$ cat src/rtl/instruction_fetch.sv
// Fetch stage: issues in-order word fetches, buffers returned words in a small FIFO and
// discards stale responses after a redirect.
module instruction_fetch #(
  parameter logic [63:0] RESET_PC   = 64'h0,
  parameter int unsigned FIFO_DEPTH = 2
) (
  input  logic        i_clk,
  input  logic        i_rst,
  input  logic        i_stall,
  input  logic        i_redirect,
  input  logic [63:0] i_redirect_pc,
  output logic        o_imem_req_valid,
  input  logic        i_imem_req_ready,
  output logic [63:0] o_imem_req_addr,
  input  logic        i_imem_rsp_valid,
  input  logic [31:0] i_imem_rsp_data,
  output logic        o_ifid_valid,
  output logic [63:0] o_ifid_pc,
  output logic [31:0] o_ifid_instruction
);

  localparam int unsigned PW = (FIFO_DEPTH > 1) ? $clog2(FIFO_DEPTH) : 1;
  localparam int unsigned CW = PW + 1;
  localparam logic [CW:0] DepthW = (CW + 1)'(FIFO_DEPTH);

  typedef enum logic [0:0] {StRun, StFlush} state_e;

  state_e        state_q, state_d;
  logic [63:0]   fetch_pc_q, fetch_pc_d;
  logic [63:0]   rsp_pc_q, rsp_pc_d;
  logic [CW-1:0] in_flight_q, in_flight_d;
  logic [CW-1:0] drop_cnt_q, drop_cnt_d;
  logic [CW-1:0] count_q, count_d;
  logic [PW-1:0] rd_ptr_q, rd_ptr_d;
  logic [PW-1:0] wr_ptr_q, wr_ptr_d;

  logic [63:0]   fifo_pc_q    [FIFO_DEPTH];
  logic [31:0]   fifo_instr_q [FIFO_DEPTH];

  logic          pop;
  logic          push;
  logic          req_fire;
  logic          rsp_accept;
  logic          rsp_drop;
  logic          credit_ok;
  logic [CW:0]   occupancy;
  logic [CW-1:0] remaining;
  logic [63:0]   redirect_pc;

  assign redirect_pc = i_redirect_pc & ~64'h3;

  assign pop       = (count_q != '0) & ~i_stall;
  // Credit counts words already promised to the FIFO, net of this cycle's pop.
  assign occupancy = (CW + 1)'(in_flight_q) + (CW + 1)'(count_q) - (CW + 1)'(pop);
  assign credit_ok = occupancy < DepthW;

  assign o_imem_req_valid = (state_q == StRun) & ~i_redirect & ~i_rst & credit_ok;
  assign o_imem_req_addr  = fetch_pc_q;
  assign req_fire         = o_imem_req_valid & i_imem_req_ready;

  // A response with nothing outstanding is a protocol error and is ignored.
  assign rsp_accept = i_imem_rsp_valid & (in_flight_q != '0);
  assign rsp_drop   = rsp_accept & (drop_cnt_q != '0);
  assign push       = rsp_accept & ~rsp_drop & ~i_redirect;
  assign remaining  = in_flight_q - CW'(rsp_accept);

  always_comb begin
    state_d     = state_q;
    fetch_pc_d  = fetch_pc_q;
    rsp_pc_d    = rsp_pc_q;
    in_flight_d = in_flight_q;
    drop_cnt_d  = drop_cnt_q;
    count_d     = count_q;
    rd_ptr_d    = rd_ptr_q;
    wr_ptr_d    = wr_ptr_q;

    if (i_redirect) begin
      fetch_pc_d  = redirect_pc;
      rsp_pc_d    = redirect_pc;
      in_flight_d = remaining;
      drop_cnt_d  = remaining;
      count_d     = '0;
      rd_ptr_d    = '0;
      wr_ptr_d    = '0;
      state_d     = (remaining != '0) ? StFlush : StRun;
    end else begin
      in_flight_d = in_flight_q + CW'(req_fire) - CW'(rsp_accept);
      if (req_fire) begin
        fetch_pc_d = fetch_pc_q + 64'd4;
      end
      if (rsp_drop) begin
        drop_cnt_d = drop_cnt_q - CW'(1);
        if (drop_cnt_q == CW'(1)) begin
          state_d = StRun;
        end
      end
      if (push) begin
        rsp_pc_d = rsp_pc_q + 64'd4;
        wr_ptr_d = wr_ptr_q + PW'(1);
      end
      if (pop) begin
        rd_ptr_d = rd_ptr_q + PW'(1);
      end
      count_d = count_q + CW'(push) - CW'(pop);
    end
  end

  always_ff @(posedge i_clk or posedge i_rst) begin
    if (i_rst) begin
      state_q     <= StRun;
      fetch_pc_q  <= RESET_PC;
      rsp_pc_q    <= RESET_PC;
      in_flight_q <= '0;
      drop_cnt_q  <= '0;
      count_q     <= '0;
      rd_ptr_q    <= '0;
      wr_ptr_q    <= '0;
    end else begin
      state_q     <= state_d;
      fetch_pc_q  <= fetch_pc_d;
      rsp_pc_q    <= rsp_pc_d;
      in_flight_q <= in_flight_d;
      drop_cnt_q  <= drop_cnt_d;
      count_q     <= count_d;
      rd_ptr_q    <= rd_ptr_d;
      wr_ptr_q    <= wr_ptr_d;
    end
  end

  // Storage needs no reset; the head is gated by o_ifid_valid.
  always_ff @(posedge i_clk) begin
    if (push) begin
      fifo_pc_q[wr_ptr_q]    <= rsp_pc_q;
      fifo_instr_q[wr_ptr_q] <= i_imem_rsp_data;
    end
  end

  assign o_ifid_valid       = (count_q != '0);
  assign o_ifid_pc          = o_ifid_valid ? fifo_pc_q[rd_ptr_q] : 64'h0;
  assign o_ifid_instruction = o_ifid_valid ? fifo_instr_q[rd_ptr_q] : 32'h0;

  occupancy_bound_a : assert property (@(posedge i_clk) disable iff (i_rst)
    ((CW + 1)'(count_q) + (CW + 1)'(in_flight_q) <= DepthW));

endmodule
$ cat config.mk
export PLATFORM = sky130hd
export DESIGN_NAME = instruction_fetch
export DESIGN_NICKNAME = d
export VERILOG_FILES = /design/src/rtl/instruction_fetch.sv
export SDC_FILE = /design/constraint.sdc
export NUM_CORES = 1
export LEC_CHECK = 0
export BUFFER_PORTS_ARGS = -buffer_cell sky130_fd_sc_hd__buf_4
export CELL_PAD_IN_SITES_DETAIL_PLACEMENT = 1
export CELL_PAD_IN_SITES_GLOBAL_PLACEMENT = 1
export CORE_MARGIN = 3
export CORE_UTILIZATION = 30
export CTS_CLUSTER_SIZE = 28
export DETAILED_ROUTE_END_ITERATION = 6
export GPL_TIMING_DRIVEN = 0
export PLACE_DENSITY = 0.63
export SLEW_MARGIN = 15
export SYNTH_ARGS = -nofsm -noshare
export SYNTH_HDL_FRONTEND = slang
export SYNTH_SLANG_ARGS = --single-unit
$ cat constraint.sdc
create_clock -name i_clk -period 8.1 [get_ports i_clk]
set_clock_uncertainty 0.1 [all_clocks]
set_input_delay 0.81 -clock i_clk [delete_from_list [all_inputs] [get_ports i_clk]]
set_output_delay 0.81 -clock i_clk [all_outputs]
set_load 0.01 [all_outputs]
# --- Word level (Yosys, flattened, before mapping) ---
# Memories as Yosys holds them, arrays and structs flattened.
# Index checks and enable logic that the tools add are counted.
totals:
  regBits: 137
  latchBits: 0
  mem_bits_rw: 192
  mem_bits_ro: 0
  in_bits: 102
  out_inout_bits: 162
  wordCells: 68
  n_memories: 2
memory_table:
  columns: ["memory", "depth", "word_bits", "rd", "rd_clocked_by_memory_dff", "write_ports", "line", "source"]
  rows:
  - ["fifo_pc_q", 2, 64, 1, 0, 1, "37", "logic [63:0] fifo_pc_q [FIFO_DEPTH];"]
  - ["fifo_instr_q", 2, 32, 1, 0, 1, "38", "logic [31:0] fifo_instr_q [FIFO_DEPTH];"]
op_classes:
  n_addsub: 12
  mul: 0
  div_mod_pow: 0
  magnitude_cmp: 1
  n_eq_ne: 1
  shifts: 0
  muxes: 20
  n_bitwise: 14
  n_reduce_logical: 10
ops:
  columns: ["op", "n"]
  rows:
  - ["$mux W64", 5]
  - ["$add A64 B3 Y64 const B", 2]
  - ["$mux W32", 1]
  - ["$reduce_bool A2 Y1", 9]
  - ["$mux W1", 10]
  - ["$and A1 B1 Y1", 9]
  - ["$mux W2", 4]
  - ["$sub A2 B1 Y2", 3]
  - ["$not A1 Y1", 5]
  - ["$add A2 B1 Y2", 2]
  - ["$add A2 B2 Y3", 1]
  - ["$lt A3 B2 Y1 const B", 1]
  - ["$sub A3 B1 Y3", 1]
  - ["$add A1 B1 Y1 const B", 2]
  - ["$eq A2 B1 Y1 const B", 1]
  - ["$reduce_and A2 Y1", 1]
  - ["$sub A2 B1 Y2 const B", 1]

# --- Depth between registers and ports, before layout ---
# Gate-level depths: netlist of run 1.
depth:
  word_depth: 9
  mapped_depth: 15
  mapped_depth_nobuf: 13

# --- Worst setup path after synthesis of run 1 ---
# Ideal clock, no wire load.
synth_timing:
  path_kind: "input -> register"
  startpoint: "input port i_redirect"
  endpoint: "memory fifo_instr_q[0][0], enable pin"
  setup_time_ns: 0.547
  arrival_time_ns: 5.402
  required_time_ns: 7.453
  path_slack_ns: 2.051
  stages: 5
  n_path_buf: 2
  path_cell_list: "clkbuf_1 -> clkinv_1 -> clkbuf_1 -> nand2_1 -> nor2_1"
synth_via:
  elab_chain_len: 4
synth_lines:
  columns: ["element", "line", "source"]
  rows:
  - ["start: declaration", "10", "input logic i_redirect,"]
  - ["$not A1 Y1", "64", "assign push = rsp_accept & ~rsp_drop & ~i_redirect;"]
  - ["$and A1 B1 Y1", "64", null]
  - ["$mux W1", "132", "if (push) begin"]
  - ["$mux W1 (implied by the code)", "134", "fifo_instr_q[wr_ptr_q] <= i_imem_rsp_data;"]
  - ["end: declaration", "38", null]
# No other way between the ends.

# --- Worst setup path in the final report of run 1 ---
layout_timing:
  startpoint: "register count_q[1]"
  endpoint: "register in_flight_q[1]"
layout_via:
  elab_chain_len: 9
  elab_cells_between_ends: 10
  classes_between: "add/sub: 4; order compare: 1; mux: 1; bitwise: 3; reduce/logical: 1"
layout_lines:
  columns: ["element", "line", "source"]
  rows:
  - ["start: declaration", "33", "logic [CW-1:0] count_q, count_d;"]
  - ["start signal: assignment", "124", "count_q <= count_d;"]
  - ["branches (longest 2 deep; another with $add A2 B2 Y3)", null, null]
  - ["$sub A3 B1 Y3 (*)", "54", "assign occupancy = (CW + 1)'(in_flight_q) + (CW + 1)'(count_q) - (CW + 1)'(pop);"]
  - ["$lt A3 B2 Y1 (*)", "55", "assign credit_ok = occupancy < DepthW;"]
  - ["$and A1 B1 Y1 (*)", "57", "assign o_imem_req_valid = (state_q == StRun) & ~i_redirect & ~i_rst & credit_ok;"]
  - ["$and A1 B1 Y1 (*)", "59", "assign req_fire = o_imem_req_valid & i_imem_req_ready;"]
  - ["$add A2 B1 Y2 (*)", "87", "in_flight_d = in_flight_q + CW'(req_fire) - CW'(rsp_accept);"]
  - ["$sub A2 B1 Y2 (*)", "87", null]
  - ["$mux W2 (*)", "77", "if (i_redirect) begin"]
  - ["via in_flight_d[1]", "31", "logic [CW-1:0] in_flight_q, in_flight_d;"]
  - ["end signal: assignment", "122", "in_flight_q <= in_flight_d;"]
  - ["end: declaration", "31", null]
# Mark *: on every way through the listed nets, which the timed path passes.
# A chain may end at the register's enable or synchronous reset.

==> reports/qor_table.md, run 1 <==
| Step | Result | Reported |
| --- | --- | --- |
| run status | Result of the run | completed |
| floorplan | Number of I/O pins | 264 |
| clock tree | Post-CTS clock slew at the launch and capture registers of the worst setup and hold paths | 0.06 ns |
| floorplan | Starting density of the core | 30.7% |
| clock tree | Setup repair bufs after CTS | 0 |
| worst setup path | Critical path type | flop to flop |
| placement | DP HPWL | 38,500 µm |
| grt | Overall routing resource usage | 19.4% |
| clock tree | CTS sink count | 321 |
| clock tree | CTS hold repair buffers | 0 |
| sta | Worst-Margin Slew | 1.09 ns |
| grt | Number of global-route vias before repair | 12.2k |
| synth | Number of different library cells in the post-synthesis netlist | 63 |
| grt | Congestion Overflow GR | 0 |
| clock tree | Number of buffers added by the clock tree synthesis step | 39 |
| synth | Area share of the largest cell type after synthesis | 38.1% |
| power | Ratio of total power to cell area | 284 nW/µm² |
| placement | Placed Cells | 2,216 |
| worst setup path | Worst Path Arrival | 4.40 ns |
| synth | Number of enable flip-flop cells after synthesis | 188 |
| final layout | Post-route insts no fill | 2,287 |
| floorplan | Overall die area | 52,100 µm² |
| synth | Post-Syn Instances | 1,293 |
| power | Leakage component of the power | 7.20 nW |
| synth | Count of state elements after synthesis | 321 |
| synth | Ranking of synthesized cells by area | edfxtp_1, dfrtp_1, mux2i_1 |
| synth | Count of warnings emitted by yosys | 0 |
| drt | Avg Vias per Cell | 5.12 |
| worst setup path | Worst-path maximum fanout | 10 |
| synth | Async set-or-reset flop fraction in the synthesized netlist | 41.4% |
| sta | RSZ-0062 raised after global routing | no |
| final layout | Net count, final | 1,714 |
| drt | Total wirelength of the detailed-routed design | 51,300 µm |
| final layout | Top library cells by usage in the layout, fill and taps aside | buf_4, edfxtp_1, nor2_1 |
| clock tree | H-tree depth reported by CTS | 2 |
| power | Logic gate share of total power | 28.3% |
| clock tree | Maximum buffer depth of the clock tree | 3 |
| drt | Drc violations | 0 |
| floorplan | Floorplan die width | 228 µm |
| power | Worst VDD drop | 0.141 mV |
| final layout | Post-route standard cell area excluding fillers | 19,100 µm² |
| worst setup path | Required time reported for the critical path endpoint | 8.44 ns |
| placement | Input/output buffers | 257 |
| floorplan | Chip height | 228 µm |
| final layout | Antenna diode instance count | 0 |
| final layout | Leading cell type in the layout, fill and taps excluded | buf_4 |
| power | Cell Int Power | 3.69 mW |
| final layout | Layout overhead on the synthesized area | 28.9% |
| grt | Pin count of the biggest net entering global routing | 95 |
| worst setup path | Type of origin of the critical path | flop |
| sta | Final setup fails | 0 |
| floorplan | # rows | 80 |
| power | Total net switching power | 1.73 mW |
| drt | Pre-Repair DR Iteration Count | 5 |
| power | Relative contribution of the clock network to total power | 33.7% |
| sta | Setup TNS | 0 ns |
| synth | Mean area per synthesized cell | 11.5 µm² |
| worst setup path | Worst path most repeated cell | xnor2_1 |
| job | Number of max-cap violations | 0 |
| sta | Worst slew slack as a fraction of its limit | 26.8% |
| floorplan | Core Region | 48,200 µm² |
| sta | Min Clock Period, post-route | 4.06 ns |
| power | Flop pwr share | 38.0% |
| worst setup path | Cell Chain, Critical Path | inv_1 > nor3_1 > o21ai_0 > fa_1 > xnor2_1 > and3b_1 > inv_2 > clkbuf_1 > buf_1 > ha_1 > inv_1 > ha_1 > xnor2_1 > o21ai_0 > xnor2_1 |
| worst hold path | Worst min path class | input port to async pin |
| drt | Detail-routed net length per standard cell | 22.4 µm |
| power | Net Sw Frac | 32.0% |
| drt | DR vias | 11.7k |
| sta | Final hold viol count | 0 |
| worst setup path | Largest stage delay on the critical path | 0.51 ns |
| final layout | Fillers | 5,364 |
| placement | Placer's final routability congestion estimate | 0.866 |
| synth | Fraction of the yosys area taken by sequential cells | 60.6% |
| clock tree | Clock latency reported for the late side of the worst-skew pair | 0.56 ns |
| sta | Maximum clock rate | 247 MHz |
| worst setup path | Critical path endpoint category | flop |
| sta | Final period util | 50.1% |
| final layout | Share of cells above drive strength 1 | 22.4% |
| placement | Post-detailed-placement cell area | 17,800 µm² |
| sta | Final max-slew violation count | 0 |
| clock tree | Clock tree from TritonCTS | done |
| drt | Antenna viol nets, final | 0 |
| clock tree | Buffer cell driving the clock tree root | clkbuf_16 |
| synth | Cell Area, Synth | 14,800 µm² |
| synth | Most common flop cell mapped by yosys | edfxtp_1 |
| grt | Global-route wire length before repair | 77,600 µm |
| drt | Detailed router's first-iteration violation count | 824 |
| worst setup path | Worst path slowest cell | clkbuf_1 |
| clock tree | Resized cells post-CTS | 0 |
| grt | Initial antenna violation count | 2 |
| synth | Synth area leader | edfxtp_1 |
-- worst paths after layout --
path,to,cells after the start,slack [ns],start
worst max-delay path,in_flight_q[1],15,4.04,count_q[1]
worst min-delay path,rsp_pc_q[34],2,0.15,i_rst
worst max register to register,in_flight_q[1],15,4.04,count_q[1]
worst min register to register,fifo_pc_q[1][63],0,0.44,rsp_pc_q[63]
max in group asynchronous,o_imem_req_addr[61],3,6.96,i_rst
min in group i_clk,fifo_instr_q[0][16],1,0.34,i_imem_rsp_data[16]
-- cell type report --
cell class / count / area, µm² / area share, %
Buffer: 64 / 282 / 1.47
Clock buffer: 50 / 1060 / 5.54
Clock inverter: 21 / 278 / 1.45
Inverter: 32 / 128 / 0.668
Multi-Input combinational cell: 879 / 5460 / 28.6
Sequential cell: 321 / 8970 / 47.0
Tap cell: 656 / 821 / 4.30
Timing Repair Buffer: 264 / 2100 / 11.0
-- critical path: cells and delay by family (launching register included) --
family,cells,cell delay (ns)
buf+inv,5,1.25
flops,1,0.38
xor+xnor,3,0.47
simple gates,2,0.60
fa+ha+maj,3,0.88
compound gates,2,0.27
-- power by group through the flow --
stage	clock (mW)	combinational (mW)	sequential [mW]
2_1_floorplan	0	0.805	2.06
3_3_place_gp	0	1.52	2.10
3_5_place_dp	0	1.57	2.09
4_1_cts	1.88	1.58	2.06
5_1_grt	1.94	1.69	2.08
6_report	1.83	1.54	2.06
-- flip-flops by register name, indices dropped and copies added (netlist names) --
name and count:
fifo_pc_q 124, o_imem_req_addr 62, count_q 2, drop_cnt_q 2, rsp_pc_q 62, rd_ptr_q 1
fifo_instr_q 64, state_q 1, wr_ptr_q 1, in_flight_q 2
-- through the flow --
stage	utilization [%]	setup slack, ns	power (mW)	hold slack (ns)
3_5_place_dp	36.8	3.50	3.66	0.422
4_1_cts	39.6	3.96	5.51	0.131
5_1_grt	39.6	3.69	5.72	0.149
6_report	39.6	4.04	5.43	0.154
3_3_place_gp	36.4	-1.37	3.62	0.416
2_1_floorplan	-	2.05	2.87	0.363
-- logic make-up (layout without fill, tap and decap cells) --
logic type	count (synthesis)	count (layout)	share of synthesized area, %
flip-flops	321	321	60.6
multiplexers	108	108	7.41
buffers and inverters	96	431	2.71
other	1	4	0.0253
AND/OR/NAND/NOR	494	494	16.1
AO/OA/AOI/OAI	190	190	7.92
adder cells (fa/ha/maj)	11	11	0.980
XOR/XNOR	72	72	4.26
-- cells in the mapped netlist, types with 5 or more instances --
cell type	instances
edfxtp_1	188
nor2_1	149
nand2_1	136
dfrtp_1	133
o21ai_0	97
mux2i_1	95
nand3_1	62
nand4_1	47
clkbuf_1	41
xor2_1	37
xnor2_1	35
inv_1	30
o211ai_1	28
nor3_1	22
o311ai_0	19
and3_1	15
a21oi_1	14
and2_1	14
a31oi_1	12
buf_1	12
mux2_2	12
ha_1	10
and4_1	9
nor4_1	8
a41oi_1	6
buf_4	5
-- metal layers --
layer | track usage, % | wire length, µm | part of all wire (%)
met3 | 3.67 | 2670 | 5.2
met2 | 32.3 | 24400 | 48
met4 | 5.27 | 1280 | 2.5
met1 | 25.9 | 22900 | 45
met5 | 0 | 13 | 0.025
No activity file was read; power rests on OpenSTA's default activity.
==> run 2, diff against run 1 <==
--- a/config.mk
+++ b/config.mk
@@ -5,6 +5,7 @@
 export SDC_FILE = /design/constraint.sdc
 export NUM_CORES = 1
 export LEC_CHECK = 0
+export ABC_AREA = 1
 export BUFFER_PORTS_ARGS = -buffer_cell sky130_fd_sc_hd__buf_4
 export CELL_PAD_IN_SITES_DETAIL_PLACEMENT = 1
 export CELL_PAD_IN_SITES_GLOBAL_PLACEMENT = 1
@@ -13,7 +14,7 @@
 export CTS_CLUSTER_SIZE = 28
 export DETAILED_ROUTE_END_ITERATION = 6
 export GPL_TIMING_DRIVEN = 0
-export PLACE_DENSITY = 0.63
+export PLACE_DENSITY = 0.65
 export SLEW_MARGIN = 15
 export SYNTH_ARGS = -nofsm -noshare
 export SYNTH_HDL_FRONTEND = slang
==> constraint.sdc (replaced) <==
create_clock -name i_clk -period 4.09 [get_ports i_clk]
set_clock_uncertainty 0.1 [all_clocks]
set_input_delay 0.409 -clock i_clk [delete_from_list [all_inputs] [get_ports i_clk]]
set_output_delay 0.409 -clock i_clk [all_outputs]
set_load 0.01 [all_outputs]
==> run 2 against run 1 <==
  * Synthesized area rose by 16%
  * Count of clock-buffer cells in the layout rose by 1
  * Non-clock buffer count rose by 37
  * Via count rose by 36%
  * Core utilization fell by 0.29 points
  * Sequential power rose by 120%
  * Largest power group unchanged
==> reports/qor_table.md, run 2 <==
| Step | Result | Reported |
| --- | --- | --- |
| run status | Result of the run | completed |
| grt | Number of global-route vias before repair | 16.7k |
| placement | Placed Cells | 3,149 |
| final layout | Net count, final | 2,589 |
| synth | Fraction of the yosys area taken by sequential cells | 52.4% |
| clock tree | Resized cells post-CTS | 0 |
| sta | Min Clock Period, post-route | 3.44 ns |
| sta | Maximum clock rate | 291 MHz |
| worst setup path | Largest stage delay on the critical path | 0.58 ns |
| placement | DP HPWL | 52,900 µm |
| grt | Overall routing resource usage | 22.3% |
| worst setup path | Worst Path Arrival | 2.93 ns |
| clock tree | Setup repair bufs after CTS | 0 |
| worst hold path | Worst min path class | input port to flop |
| floorplan | Core Region | 55,700 µm² |
| synth | Mean area per synthesized cell | 8.02 µm² |
| final layout | Area of all sequential standard cells | 8970 µm² |
| drt | Antenna viol nets, final | 0 |
| final layout | Share of cells above drive strength 1 | 16.6% |
| clock tree | Clock tree from TritonCTS | done |
| clock tree | Maximum buffer depth of the clock tree | 3 |
| drt | Drc violations | 0 |
| worst hold path | End of the worst hold path | o_imem_req_addr[16] |
| drt | DR vias | 16.0k |
| grt | Global-route wire length before repair | 101,000 µm |
| final layout | Top library cells by usage in the layout, fill and taps aside | nand2_1, buf_4, nor2_1 |
| worst setup path | Critical path endpoint category | primary output |
| sta | Post-route setup slack | 0.652 ns |
| grt | Initial antenna violation count | 1 |
| worst setup path | R2r worst-path depth | 12 |
| floorplan | # rows | 86 |
| final layout | Largest registers | fifo_pc_q: 124 flops, fifo_instr_q: 64 flops |
| clock tree | CTS sink count | 321 |
| synth | Most common flop cell mapped by yosys | edfxtp_1 |
| synth | Post-Syn Instances | 2,133 |
| synth | Count of state elements after synthesis | 321 |
| final layout | Layout overhead on the synthesized area | 28.0% |
| placement | Input/output buffers | 256 |
| final layout | Multi-input gate area | 7070 µm² |
| clock tree | H-tree depth reported by CTS | 2 |
| worst setup path | Critical path type | flop to primary output |
| power | Worst VDD drop | 0.227 mV |
| drt | Total wirelength of the detailed-routed design | 67,800 µm |
| synth | Area share of the largest cell type after synthesis | 33.0% |
| final layout | Biggest register | fifo_pc_q |
| worst setup path | Cell Chain, Critical Path | nor2_1 > clkbuf_1 > buf_1 > a21oi_1 > buf_4 |
| clock tree | Buffer cell driving the clock tree root | clkbuf_16 |
| synth | Most used standard cell by instance count after synthesis | nand2_1 |
| synth | Async set-or-reset flop fraction in the synthesized netlist | 41.4% |
| power | Total power | 11.7 mW |
| grt | Congestion Overflow GR | 0 |
| sta | Final hold viol count | 0 |
| clock tree | Post-CTS clock slew at the launch and capture registers of the worst setup and hold paths | 0.06 ns |
| drt | Pre-Repair DR Iteration Count | 5 |
| sta | Worst-Margin Slew | 0.842 ns |
| drt | Detail-routed net length per standard cell | 20.8 µm |
| job | Number of max-cap violations | 0 |
| worst setup path | Type of origin of the critical path | flop |
| sta | Worst slew slack as a fraction of its limit | 43.9% |
| drt | Avg Vias per Cell | 4.91 |
| worst setup path | Worst-path maximum fanout | 10 |
| synth | Leading cell types by count after synthesis | nand2_1, nor2_1, inv_1 |
| grt | Pin count of the biggest net entering global routing | 68 |
| sta | Final period util | 84.1% |
| final layout | Leading cell type in the layout, fill and taps excluded | nand2_1 |
| worst setup path | Worst path slowest cell | nor2_1 |
| power | Ratio of total power to cell area | 535 nW/µm² |
| synth | Synth area leader | edfxtp_1 |
| worst setup path | Flop2flop setup slack | 1.06 ns |
| synth | Number of different library cells in the post-synthesis netlist | 42 |
| sta | Final max-slew violation count | 0 |
| worst setup path | Worst Path Buf+Inv | 3 |
| worst setup path | Origin of the critical flop-to-flop path | count_q[0] |
| drt | Detailed router's first-iteration violation count | 850 |
| worst setup path | CP Launch Point | count_q[0] |
| final layout | Utilization after layout | 39.3% |
| clock tree | Clock latency reported for the late side of the worst-skew pair | 0.56 ns |
| worst hold path | Critical hold path startpoint | i_redirect_pc[16] |
| power | Leakage component of the power | 9.41 nW |
| final layout | Max FFs per register | 124 |
| worst setup path | Largest delay share family, worst path | buffers and inverters |
| final layout | Fillers | 6,747 |
| sta | RSZ-0062 raised after global routing | no |
| placement | Placer's final routability congestion estimate | 0.955 |
| placement | Worst slack after detailed placement | 0.977 ns |
| sta | Final setup fails | 0 |
| clock tree | Number of buffers added by the clock tree synthesis step | 40 |
| synth | Cell Area, Synth | 17,100 µm² |
| floorplan | Floorplan die width | 245 µm |
| worst setup path | Required time reported for the critical path endpoint | 3.58 ns |
| floorplan | Overall die area | 59,900 µm² |
| sta | Setup TNS | 0 ns |
| floorplan | Starting density of the core | 30.7% |
| synth | Ranking of synthesized cells by area | edfxtp_1, dfrtp_1, nand2_1 |
| floorplan | Number of I/O pins | 264 |
| worst setup path | Worst r2r dst | in_flight_q[1] |
| synth | Number of enable flip-flop cells after synthesis | 188 |
| final layout | Post-route insts no fill | 3,255 |
| synth | Count of warnings emitted by yosys | 0 |
| worst hold path | Cell depth of the worst min-delay path | 3 |
| floorplan | Chip height | 245 µm |
run 2: cells by family (layout without fill, tap and decap cells):
group	count (synthesis)	count (layout)	synth area share [%]
compound gates	214	214	6.83
other cells	1	5	0.0219
xor+xnor	58	58	2.97
fa+ha+maj	11	11	0.848
simple gates	1249	1249	30.5
flops	321	321	52.4
buf+inv	279	649	6.38
run 2: per-layer routing:
metal  vias to the layer above  global-route usage, %  routed length [µm]
li1                       7582                      -                   -
met1                      7884                   28.6               29800
met5                         -                      0                   0
met3                       106                   3.67                3010
met2                       394                   38.0               32400
met4                         0                   8.27                2560
run 2: through the flow:
step / hold WS [ns] / cell area [µm²]
floorplan: 0.360 / 17100
global placement: 0.397 / 20000
detailed placement: 0.408 / 20200
CTS: 0.0236 / 21900
global route: 0.0388 / 21900
finish: 0.0443 / 21900
run 2: tightest hold or removal path: stages:
cell	delay, ns
buf_4	0.09
nand2_1	0.08
nand3_1	0.09
run 2: final cells by class:
cell class	instances	share of cell area (%)
Clock inverter	21	1.15
Antenna cell	1	0.0114
Inverter	212	3.68
Sequential cell	321	41.0
Tap cell	748	4.27
Clock buffer	51	5.08
Timing Repair Buffer	298	11.2
Multi-Input combinational cell	1536	32.3
Buffer	67	1.34
run 2: what timing repair did:
item / CTS / global route
endpoints found under the setup margin: 0 / 0
hold buffers: 33 / 0
endpoints found under the hold margin: 130 / 0
run 2: worst max path at each step:
stage                                      to  slack (ns)  cells past startpoint
after global routing            o_ifid_pc[49]        0.42                      5
after floorplan                    count_q[0]        0.03                      1
after global placement    o_imem_req_addr[59]       -2.18                      2
after CTS                       o_ifid_pc[59]        0.49                      5
final                           o_ifid_pc[59]        0.65                      5
after detailed placement       in_flight_q[1]        0.98                     13
run 2: power breakdown:
group / internal (mW) / total (mW) / switching [mW]
Combinational: 1.34 / 3.56 / 2.22
Sequential: 3.89 / 4.46 / 0.566
Clock: 2.24 / 3.69 / 1.45
Total: 7.47 / 11.7 / 4.24
==> run 3, diff against run 2 <==
--- a/config.mk
+++ b/config.mk
@@ -14,7 +14,7 @@
 export CTS_CLUSTER_SIZE = 28
 export DETAILED_ROUTE_END_ITERATION = 6
 export GPL_TIMING_DRIVEN = 0
-export PLACE_DENSITY = 0.65
+export PLACE_DENSITY = 0.67
 export SLEW_MARGIN = 15
 export SYNTH_ARGS = -nofsm -noshare
 export SYNTH_HDL_FRONTEND = slang
==> constraint.sdc (replaced) <==
create_clock -name i_clk -period 2.8 [get_ports i_clk]
set_clock_uncertainty 0.1 [all_clocks]
set_input_delay 0.28 -clock i_clk [delete_from_list [all_inputs] [get_ports i_clk]]
set_output_delay 0.28 -clock i_clk [all_outputs]
set_load 0.01 [all_outputs]
==> run 3 against run 2 <==
  * Count of clock-buffer cells in the layout down 7
  * Sequential share of layout area fell by 0.77 points
  * Core utilization grew 0.75 points
  * Global-route usage up 0.27 points
  * Final cell count rose by 1.3%
  * Total power is 45% higher
  * Critical endpoint is now in_flight_q[1]
==> reports/qor_table.md, run 3 (synthesis results as in run 2) <==
| Step | Result | Reported |
| --- | --- | --- |
| power | Logic gate share of total power | 31.7% |
| worst hold path | Worst min path class | input port to flop |
| floorplan | Floorplan die width | 245 µm |
| final layout | Max FFs per register | 124 |
| sta | Setup TNS | 0 ns |
| worst setup path | CP Launch Point | count_q[0] |
| drt | Total wirelength of the detailed-routed design | 68,400 µm |
| drt | Drc violations | 0 |
| power | Leakage component of the power | 9.60 nW |
| worst hold path | Cell depth of the worst min-delay path | 3 |
| final layout | Leading cell type in the layout, fill and taps excluded | nand2_1 |
| drt | Detailed router's first-iteration violation count | 1,026 |
| floorplan | Starting density of the core | 30.7% |
| placement | DP HPWL | 53,200 µm |
| final layout | Utilization after layout | 40.0% |
| worst setup path | Largest delay share family, worst path | adder cells |
| clock tree | Buffer cell driving the clock tree root | clkbuf_16 |
| floorplan | Overall die area | 59,900 µm² |
| worst setup path | Origin of the critical flop-to-flop path | count_q[0] |
| floorplan | # rows | 86 |
| sta | Worst slew slack as a fraction of its limit | 49.8% |
| placement | Placer's final routability congestion estimate | 0.968 |
| final layout | Top library cells by usage in the layout, fill and taps aside | nand2_1, buf_4, nor2_1 |
| worst setup path | Largest stage delay on the critical path | 0.52 ns |
| drt | Pre-Repair DR Iteration Count | 5 |
| power | Net Sw Frac | 36.5% |
| clock tree | Maximum buffer depth of the clock tree | 3 |
| job | Number of max-cap violations | 0 |
| power | Total net switching power | 6.20 mW |
| sta | RSZ-0062 raised after global routing | yes |
| power | Ratio of total power to cell area | 761 nW/µm² |
| grt | Congestion Overflow GR | 0 |
| grt | Pin count of the biggest net entering global routing | 32 |
| power | Total power | 17.0 mW |
| final layout | Antenna diode instance count | 0 |
| power | Cell Int Power | 10.8 mW |
| worst setup path | Worst Path Buf+Inv | 1 |
| power | Relative contribution of the clock network to total power | 30.0% |
| floorplan | Chip height | 245 µm |
| worst setup path | R2r worst-path depth | 12 |
| worst setup path | Worst Path Arrival | 3.01 ns |
| worst setup path | Worst r2r dst | in_flight_q[1] |
| final layout | Net count, final | 2,633 |
| worst setup path | Critical path type | flop to flop |
| sta | Min Clock Period, post-route | 2.69 ns |
| drt | Detail-routed net length per standard cell | 20.7 µm |
| clock tree | Clock tree from TritonCTS | done |
| worst setup path | Flop2flop setup slack | 0.11 ns |
| power | Flop pwr share | 38.3% |
| sta | Final setup fails | 0 |
| clock tree | CTS sink count | 321 |
| worst setup path | Cell Chain, Critical Path | nor3_2 > o21ai_1 > fa_1 > nand3_2 > nor2_4 > nand2_4 > ha_4 > inv_2 > ha_2 > xor2_1 > xor2_1 > o21ai_1 |
| clock tree | Number of buffers added by the clock tree synthesis step | 39 |
| grt | Initial antenna violation count | 0 |
| sta | Final hold viol count | 0 |
| placement | Input/output buffers | 256 |
| drt | Avg Vias per Cell | 4.91 |
| clock tree | H-tree depth reported by CTS | 2 |
| final layout | Fillers | 6,769 |
| power | Worst VDD drop | 0.378 mV |
| drt | Antenna viol nets, final | 0 |
| placement | Worst slack after detailed placement | -0.173 ns |
| sta | Post-route setup slack | 0.105 ns |
| final layout | Share of cells above drive strength 1 | 17.3% |
| worst setup path | Capture point of the critical path | in_flight_q[1] |
| sta | Maximum clock rate | 371 MHz |
| sta | Worst-Margin Slew | 0.753 ns |
| sta | Final max-slew violation count | 0 |
| final layout | Layout overhead on the synthesized area | 30.4% |
| worst setup path | Critical path endpoint category | flop |
| worst setup path | CP Depth | 12 |
| grt | Number of global-route vias before repair | 17.0k |
| clock tree | Clock latency reported for the late side of the worst-skew pair | 0.56 ns |
| grt | Overall routing resource usage | 22.6% |
| run status | Result of the run | completed |
| drt | DR vias | 16.2k |
| sta | Final period util | 96.2% |
| grt | Global-route wire length before repair | 103,000 µm |
| sta | Worst hold slack | 0.0321 ns |
| floorplan | Core Region | 55,700 µm² |
| final layout | Biggest register | fifo_pc_q |
| worst setup path | Type of origin of the critical path | flop |
| worst setup path | Worst-path maximum fanout | 4 |
| floorplan | Number of I/O pins | 264 |
| final layout | Largest registers | fifo_pc_q: 124 flops, fifo_instr_q: 64 flops |
| worst setup path | Required time reported for the critical path endpoint | 3.11 ns |
| worst setup path | Worst path slowest cell | fa_1 |
| clock tree | Post-CTS clock slew at the launch and capture registers of the worst setup and hold paths | 0.06 ns |
-- run 3: changes by cell type in the layout (fill, tap and decap cells not counted), sizes merged --
cell         delta
clkbuf          -3
buf             +1
dlygate4sd3    +38
inv             -2
diode           -1
nor2            +2
clkinv          +6
-- run 3: per-layer routing --
metal	routed length (µm)	part of all wire, %	track usage, %
met1	29700	44	29.5
met2	32800	48	38.3
met3	3280	4.8	3.12
met4	2510	3.7	8.16
met5	0	0	0
-- run 3: per-stage QoR --
step	cells	area (µm²)
after floorplan	2136	17200
after detailed placement	3150	20200
final	3296	22300
after global routing	3296	22300
after CTS	3293	22300
after global placement	3140	20000
-- run 3: worst reg2reg max path, stage by stage (launching register included) --
cell	delay [ns]
dfrtp_1	0.42
nor3_2	0.23
o21ai_1	0.11
fa_1	0.52
nand3_2	0.09
nor2_4	0.14
nand2_4	0.08
ha_4	0.27
inv_2	0.03
ha_2	0.16
xor2_1	0.18
xor2_1	0.17
o21ai_1	0.07
-- run 3: power groups by stage --
stage | sequential, mW | combinational, mW | clock, mW
6_report | 6.51 | 5.38 | 5.10
5_1_grt | 6.59 | 6.03 | 5.45
4_1_cts | 6.49 | 5.40 | 5.23
3_5_place_dp | 6.58 | 5.23 | 0
3_3_place_gp | 6.55 | 5.05 | 0
2_1_floorplan | 6.29 | 2.76 | 0
-- run 3: final cells by class --
type                    instances  area, µm²  share of cell area (%)
inverters                     212        805                    3.60
flip-flops and latches        321       8970                    40.2
repair buffers                341       2880                    12.9
well taps                     748        936                    4.19
clock buffers                  44        995                    4.46
clock inverters                25        274                    1.23
multi-input cells            1538       7120                    31.9
plain buffers                  67        334                    1.50
-- run 3: worst min path at each step --
stage                                   start                  end  slack [ns]
after detailed placement                i_rst              state_q        0.35
final                                 i_stall             rd_ptr_q        0.03
after global routing        i_redirect_pc[17]  o_imem_req_addr[17]        0.01
after global placement    i_imem_rsp_data[14]  fifo_instr_q[0][14]        0.37
after CTS                   i_redirect_pc[17]  o_imem_req_addr[17]       0.005
after floorplan            i_imem_rsp_data[0]   fifo_instr_q[0][0]        0.28
-- run 3: what timing repair did --
action                                 CTS  global route
setup buffers                            2             2
endpoints found under the hold margin  151             0
hold buffers                            71             0
pin swaps                                4            10
cloned                                   1             1
setup endpoints to repair              116           138
resized for setup                       18            17
